### src/rtl/frame_pkg.sv
// Shared types and defaults for the framebuffer scan-out reader.
package frame_pkg;

  typedef enum logic [1:0] {IDLE, SCAN, DRAIN, DONE} state_t;

  localparam int DEF_WIDTH  = 640;
  localparam int DEF_HEIGHT = 480;
  localparam int DEF_PIX_W  = 3;

  // One output FIFO entry: pixel value plus its raster position flags.
  typedef struct packed {
    logic [DEF_PIX_W-1:0] data;
    logic                 eol;
    logic                 last;
  } pix_entry_t;

endpackage

### src/rtl/frame_reader_pix_fifo.sv
// Small synchronous FIFO with combinational head, used as the reader's output buffer.
module pix_fifo #(
  parameter int DEPTH = 4,
  parameter int W     = 5,
  parameter int CW    = $clog2(DEPTH + 1)
) (
  input  logic          clk,
  input  logic          reset,
  input  logic          push,
  input  logic [W-1:0]  wr_data,
  input  logic          pop,
  output logic [W-1:0]  rd_data,
  output logic [CW-1:0] count,
  output logic          full,
  output logic          empty
);

  localparam int AW = (DEPTH > 1) ? $clog2(DEPTH) : 1;

  logic [W-1:0]  mem [DEPTH];
  logic [AW-1:0] wr_ptr_reg, rd_ptr_reg;
  logic [CW-1:0] count_reg;
  logic          do_push, do_pop;

  // Pointers wrap explicitly so DEPTH need not be a power of two.
  function automatic logic [AW-1:0] next_ptr(input logic [AW-1:0] p);
    return (p == AW'(DEPTH - 1)) ? '0 : p + AW'(1);
  endfunction

  assign full    = (count_reg == CW'(DEPTH));
  assign empty   = (count_reg == '0);
  assign count   = count_reg;
  assign do_push = push && !full;
  assign do_pop  = pop && !empty;
  assign rd_data = mem[rd_ptr_reg];

  always_ff @(posedge clk) begin
    if (do_push) mem[wr_ptr_reg] <= wr_data;
  end

  always_ff @(posedge clk) begin
    if (reset) begin
      wr_ptr_reg <= '0;
      rd_ptr_reg <= '0;
      count_reg  <= '0;
    end else begin
      if (do_push) wr_ptr_reg <= next_ptr(wr_ptr_reg);
      if (do_pop)  rd_ptr_reg <= next_ptr(rd_ptr_reg);
      count_reg <= count_reg + CW'(do_push) - CW'(do_pop);
    end
  end

endmodule

### src/rtl/frame_reader.sv
// Raster-order framebuffer scan-out: issues RAM reads under a credit limit and
// streams the returned pixels out with end-of-line / end-of-frame flags.
module frame_reader
  import frame_pkg::*;
#(
  parameter int WIDTH      = DEF_WIDTH,
  parameter int HEIGHT     = DEF_HEIGHT,
  parameter int PIX_W      = DEF_PIX_W,
  parameter int RD_LATENCY = 2,
  parameter int DEPTH      = 4
) (
  input  logic             clk,
  input  logic             reset,
  input  logic             start,
  output logic             rd_en,
  output logic [9:0]       rd_x,
  output logic [8:0]       rd_y,
  input  logic [PIX_W-1:0] rd_data,
  output logic             pix_valid,
  input  logic             pix_ready,
  output logic [PIX_W-1:0] pix_data,
  output logic             pix_eol,
  output logic             pix_last,
  output logic             busy,
  output logic             done
);

  localparam int CW = $clog2(DEPTH + 1);
  localparam int OW = $clog2(RD_LATENCY + 1);

  state_t          state_reg, state_next;
  logic [9:0]      x_reg;
  logic [8:0]      y_reg;
  logic [OW-1:0]   outstanding_reg;
  logic [2:0]      sb_reg [RD_LATENCY];  // {valid, eol, last} per read in flight
  logic [CW-1:0]   fifo_count;
  logic            fifo_full, fifo_empty;
  pix_entry_t      push_entry, head_entry;
  logic            at_eol, at_last, tap_valid, push, pop;

  assign at_eol    = (x_reg == 10'(WIDTH - 1));
  assign at_last   = at_eol && (y_reg == 9'(HEIGHT - 1));
  assign tap_valid = sb_reg[RD_LATENCY-1][2];
  assign push      = tap_valid && !fifo_full;
  assign pix_valid = !fifo_empty;
  assign pop       = pix_valid && pix_ready;

  always_comb begin
    state_next = state_reg;
    rd_en      = 1'b0;
    case (state_reg)
      IDLE:  if (start) state_next = SCAN;
      SCAN: begin
        rd_en = (int'(fifo_count) + int'(outstanding_reg)) < DEPTH;
        if (rd_en && at_last) state_next = DRAIN;
      end
      // Finish on the cycle the last buffered pixel is handed over.
      DRAIN: if (outstanding_reg == '0 &&
                 (fifo_empty || (fifo_count == CW'(1) && pop))) state_next = DONE;
      DONE:  state_next = IDLE;
      default: state_next = IDLE;
    endcase
  end

  always_ff @(posedge clk) begin
    if (reset) begin
      state_reg       <= IDLE;
      x_reg           <= '0;
      y_reg           <= '0;
      outstanding_reg <= '0;
    end else begin
      state_reg       <= state_next;
      outstanding_reg <= outstanding_reg + OW'(rd_en) - OW'(tap_valid);
      if (state_reg == IDLE && start) begin
        x_reg <= '0;
        y_reg <= '0;
      end else if (rd_en) begin
        if (at_eol) begin
          x_reg <= '0;
          y_reg <= at_last ? '0 : y_reg + 9'd1;
        end else begin
          x_reg <= x_reg + 10'd1;
        end
      end
    end
  end

  for (genvar gi = 0; gi < RD_LATENCY; gi++) begin : g_sb
    always_ff @(posedge clk) begin
      if (reset) begin
        sb_reg[gi] <= '0;
      end else if (gi == 0) begin
        sb_reg[gi] <= {rd_en, rd_en && at_eol, rd_en && at_last};
      end else begin
        sb_reg[gi] <= sb_reg[(gi > 0) ? gi - 1 : 0];
      end
    end
  end

  always_comb begin
    push_entry      = '0;
    push_entry.data = DEF_PIX_W'(rd_data);
    push_entry.eol  = sb_reg[RD_LATENCY-1][1];
    push_entry.last = sb_reg[RD_LATENCY-1][0];
  end

  pix_fifo #(
    .DEPTH (DEPTH),
    .W     ($bits(pix_entry_t)),
    .CW    (CW)
  ) u_fifo (
    .clk     (clk),
    .reset   (reset),
    .push    (push),
    .wr_data (push_entry),
    .pop     (pop),
    .rd_data (head_entry),
    .count   (fifo_count),
    .full    (fifo_full),
    .empty   (fifo_empty)
  );

  assign pix_data = fifo_empty ? '0 : PIX_W'(head_entry.data);
  assign pix_eol  = !fifo_empty && head_entry.eol;
  assign pix_last = !fifo_empty && head_entry.last;
  assign rd_x     = x_reg;
  assign rd_y     = y_reg;
  assign busy     = (state_reg == SCAN) || (state_reg == DRAIN);
  assign done     = (state_reg == DONE);

endmodule
### config.mk
export PLATFORM = sky130hd
export DESIGN_NAME = frame_reader
export DESIGN_NICKNAME = d
export VERILOG_FILES = /design/src/rtl/frame_pkg.sv /design/src/rtl/frame_reader_pix_fifo.sv /design/src/rtl/frame_reader.sv
export SDC_FILE = /design/constraint.sdc
export NUM_CORES = 1
export LEC_CHECK = 0
export ABC_AREA = 1
export BUFFER_PORTS_ARGS = -buffer_cell sky130_fd_sc_hd__clkbuf_2
export CORE_ASPECT_RATIO = 0.8
export CORE_MARGIN = 2
export CORE_UTILIZATION = 29
export CTS_CLUSTER_SIZE = 14
export DETAILED_ROUTE_END_ITERATION = 8
export GPL_ROUTABILITY_DRIVEN = 0
export GPL_TIMING_DRIVEN = 0
export PLACE_DENSITY = 0.55
export SLEW_MARGIN = 0
export SYNTH_ARGS = -nofsm -noshare
export SYNTH_HDL_FRONTEND = slang
export SYNTH_SLANG_ARGS = --single-unit
### constraint.sdc
create_clock -name clk -period 2.1 [get_ports clk]
set_clock_uncertainty 0.1 [all_clocks]
set_input_delay 0.42 -clock clk [delete_from_list [all_inputs] [get_ports clk]]
set_output_delay 0.42 -clock clk [all_outputs]
set_load 0.005 [all_outputs]
==> flow_summary.yaml <==
critical_path:
  cp-start-kind: "flop"
  rr_startpoint: "u_fifo.count[1]"
  path_delay_family: "flip-flops"
  critPathArrivalTime_ns: 1.51
  cp_cell_sequence: "ha_4, nand3_2, nand3_4, nor2_4, buf_6, clkbuf_2"
  endpoint_kind: "output pin"
  slowest_delay_ns: 0.40
  r2r_end: "u_fifo.count[1]"
  crit_required_ns: 1.58
  crit_slowest_cell: "dfxtp_4"
  path_max_fanout: 7
  rr_worst_depth: 10
  critPathKind: "flop to output pin"
  reg2reg_slack_ns: 0.12
  cp_num_buf_inv: 2
cts:
  cts_buffers: 9
  cts.sinks: 58
  cts_root_buffer: "clkbuf_16"
  cts_tree: "yes"
  cts_buffer_depth: 2
  ctsHoldBuffers: 0
  h-tree-depth: 3
  clk_pin_slew_worst_paths_ns: 0.05
  clkLatencyLatePin_ns: 0.33
logic_synthesis:
  netlist-cell-type-count: 39
  ys_warn_count: 0
  synthArstFlopShare: 0
  ys_seq_area_frac: 0.478
  yosysTopAreaCell: "dfxtp_1"
  ys.flop_type: "dfxtp_1"
  synth_top_area_share: 0.267
  ys_ff_latch: 58
  syn_nets: 362
  syn_area_um2: 2850
  synth.area.top_cells: "dfxtp_1 27%, edfxtp_1 21%, ha_1 7.5%"
  syn_area_per_cell_um2: 8.45
  synth_cells: 337
  synth_enable_flop_cells: 20
grt:
  grtUsageTotal: 0.121
  antenna_found_initial: 0
  grt_first_pass_wirelength_mm: 10.1
  grt_pass1_vias: 2255
  grt_max_degree: 12
  overflow: 0
layout:
  final_layout_size_suffix_gt1_frac: 0.258
  final_cell_area_um2: 3640
  fin_nets: 419
  largest_reg_flops: 20
  regMostFlops: "u_fifo.mem"
  diodes: 0
  syn_to_final_growth_pct: 27.8
  layout_common_cells: "51 x nor2_1, 48 x inv_1, 43 x nand2_1"
  mostFrequentLayoutCell: "nor2_1"
  regArea_um2: 1370
  multiInputGateArea_um2: 1310
  fill_cells: 987
power_and_ir_drop:
  leakagePower_nw: 1.53
  p_per_area_nw_per_um2: 1100
  ir_drop_mv: 0.505
placed_design:
  pre_cts_ws_ns: -0.168
  place_hpwl_mm: 4.27
  numPortBuffers: 34
  postPlaceCellArea_um2: 3170
floorplanning:
  fp.dieArea_um2: 10600
  die_w_um: 115
  initial_core_util: 0.296
  coreArea_um2: 9610
  rows: 32
  ios: 35
  die_y_um: 92.7
min_path:
  worstHoldPathType: "primary input to flop"
  min_from: "rd_data[2]"
  hold_depth: 1
  worstHoldEndpoint: "u_fifo.mem[0][4]"
sta:
  hold_viol: 0
  slew_headroom: 0.624
  setup_viol: 0
  finalCritPeriodShare: 0.969
  timing.fmax_mhz: 492
  final_max_slew_viol_count: 0
  layout_setup_ws_ns: 0.0655
  tightest_slew_ns: 0.562
  min_period_ns: 2.03
routing:
  remaining_drc_errors: 0
  wirelength_mm: 6.01
  wl_per_cell_um: 11.6
  vias: 2328
  drtIter0Drc: 72
  first_pass_iters: 6
  drtAntennaViolNets: 0
  viasPerCell: 4.49
flow_run:
  cap_viol_max_count: 0
status:
  status: "completed"
[routing by layer]
layer | share of wire | wire [um] | global-route usage | vias to the layer above
met2 | 0.45 | 2710 | 0.200 | 39
li1 | - | - | - | 1226
met3 | 0.051 | 309 | 0.0569 | 7
met4 | 0.0057 | 34 | 0.0251 | 0
met1 | 0.49 | 2960 | 0.144 | 1056
met5 | 0 | 0 | 0 | -
[how the worst max path moves through the flow]
stage                          from  depth (start not counted)               to  slack (ns)
finish              u_fifo.count[1]                          6            rd_en        0.07
floorplan           u_fifo.count[1]                         11  u_fifo.count[2]        0.07
global route        u_fifo.count[1]                          6            rd_en     -0.0003
CTS                 u_fifo.count[1]                          6            rd_en       -0.04
detailed placement  u_fifo.count[1]                         11  u_fifo.count[2]       -0.17
global placement    u_fifo.count[1]                         11  u_fifo.count[2]       -0.12
[power by group]
group	internal (W)	switching (W)	total, W
logic	0.000481	0.000590	0.00107
registers	0.00127	0.000113	0.00138
clock network	0.00103	0.000501	0.00153
total	0.00278	0.00120	0.00399
[synth_stat cells, types with 2 or more instances]
| cell | n |
|---|---|
| clkbuf_1 | 2 |
| nor3_2 | 3 |
| nand2_1 | 45 |
| nor2_2 | 2 |
| inv_2 | 4 |
| nor3_1 | 7 |
| inv_1 | 49 |
| edfxtp_1 | 20 |
| a22oi_1 | 2 |
| o211a_1 | 2 |
| nor2_1 | 52 |
| xor2_1 | 2 |
| dfxtp_1 | 38 |
| o21ai_0 | 18 |
| ha_1 | 17 |
| nand4_1 | 5 |
| nand3_2 | 2 |
| nand2_2 | 7 |
| a21oi_1 | 24 |
| nand3_1 | 15 |
| o21bai_1 | 3 |
[stage by stage]
stage	instances	setup TNS [ns]	hold WS, ns	total power, W	util
floorplan	337	0	0.288	0.00199	-
global placement	490	-0.192	0.297	0.00225	0.330
detailed placement	490	-0.310	0.304	0.00227	0.330
CTS	507	-0.0714	0.200	0.00388	0.365
global route	518	-0.000347	0.207	0.00426	0.379
finish	518	0	0.214	0.00399	0.379
[cells by family after synthesis]
| kind of cell | count (synthesis) | share of synthesized area |
|---|---|---|
| adder cells (fa/ha/maj) | 18 | 0.0817 |
| AO/OA/AOI/OAI | 55 | 0.116 |
| buffers and inverters | 58 | 0.0795 |
| XOR/XNOR | 3 | 0.00922 |
| AND/OR/NAND/NOR | 145 | 0.236 |
| flip-flops | 58 | 0.478 |
[cell type report]
class                   instances  share of cell area
multi-input cells             221               0.360
repair buffers                 46              0.0715
clock buffers                   9              0.0618
well taps                     119              0.0409
inverters                      54              0.0557
flip-flops and latches         58               0.376
plain buffers                   4             0.00859
clock inverters                 7              0.0258
[worst reg2reg max path, cell delays in order, from the launching register on]
cell	delay [ns]
dfxtp_4	0.38
nor2_4	0.13
nand2_2	0.07
nand2_2	0.07
inv_2	0.05
ha_1	0.26
inv_1	0.06
ha_1	0.14
inv_1	0.05
fa_2	0.51
nor2_1	0.04
[repair_timing]
action	4_1_cts	5_1_grt
setup endpoints to repair	9	5
pin swaps	1	3
gates resized for setup	7	13
buffers inserted	1	11
Note: power is estimated with default switching activity, not from simulation.
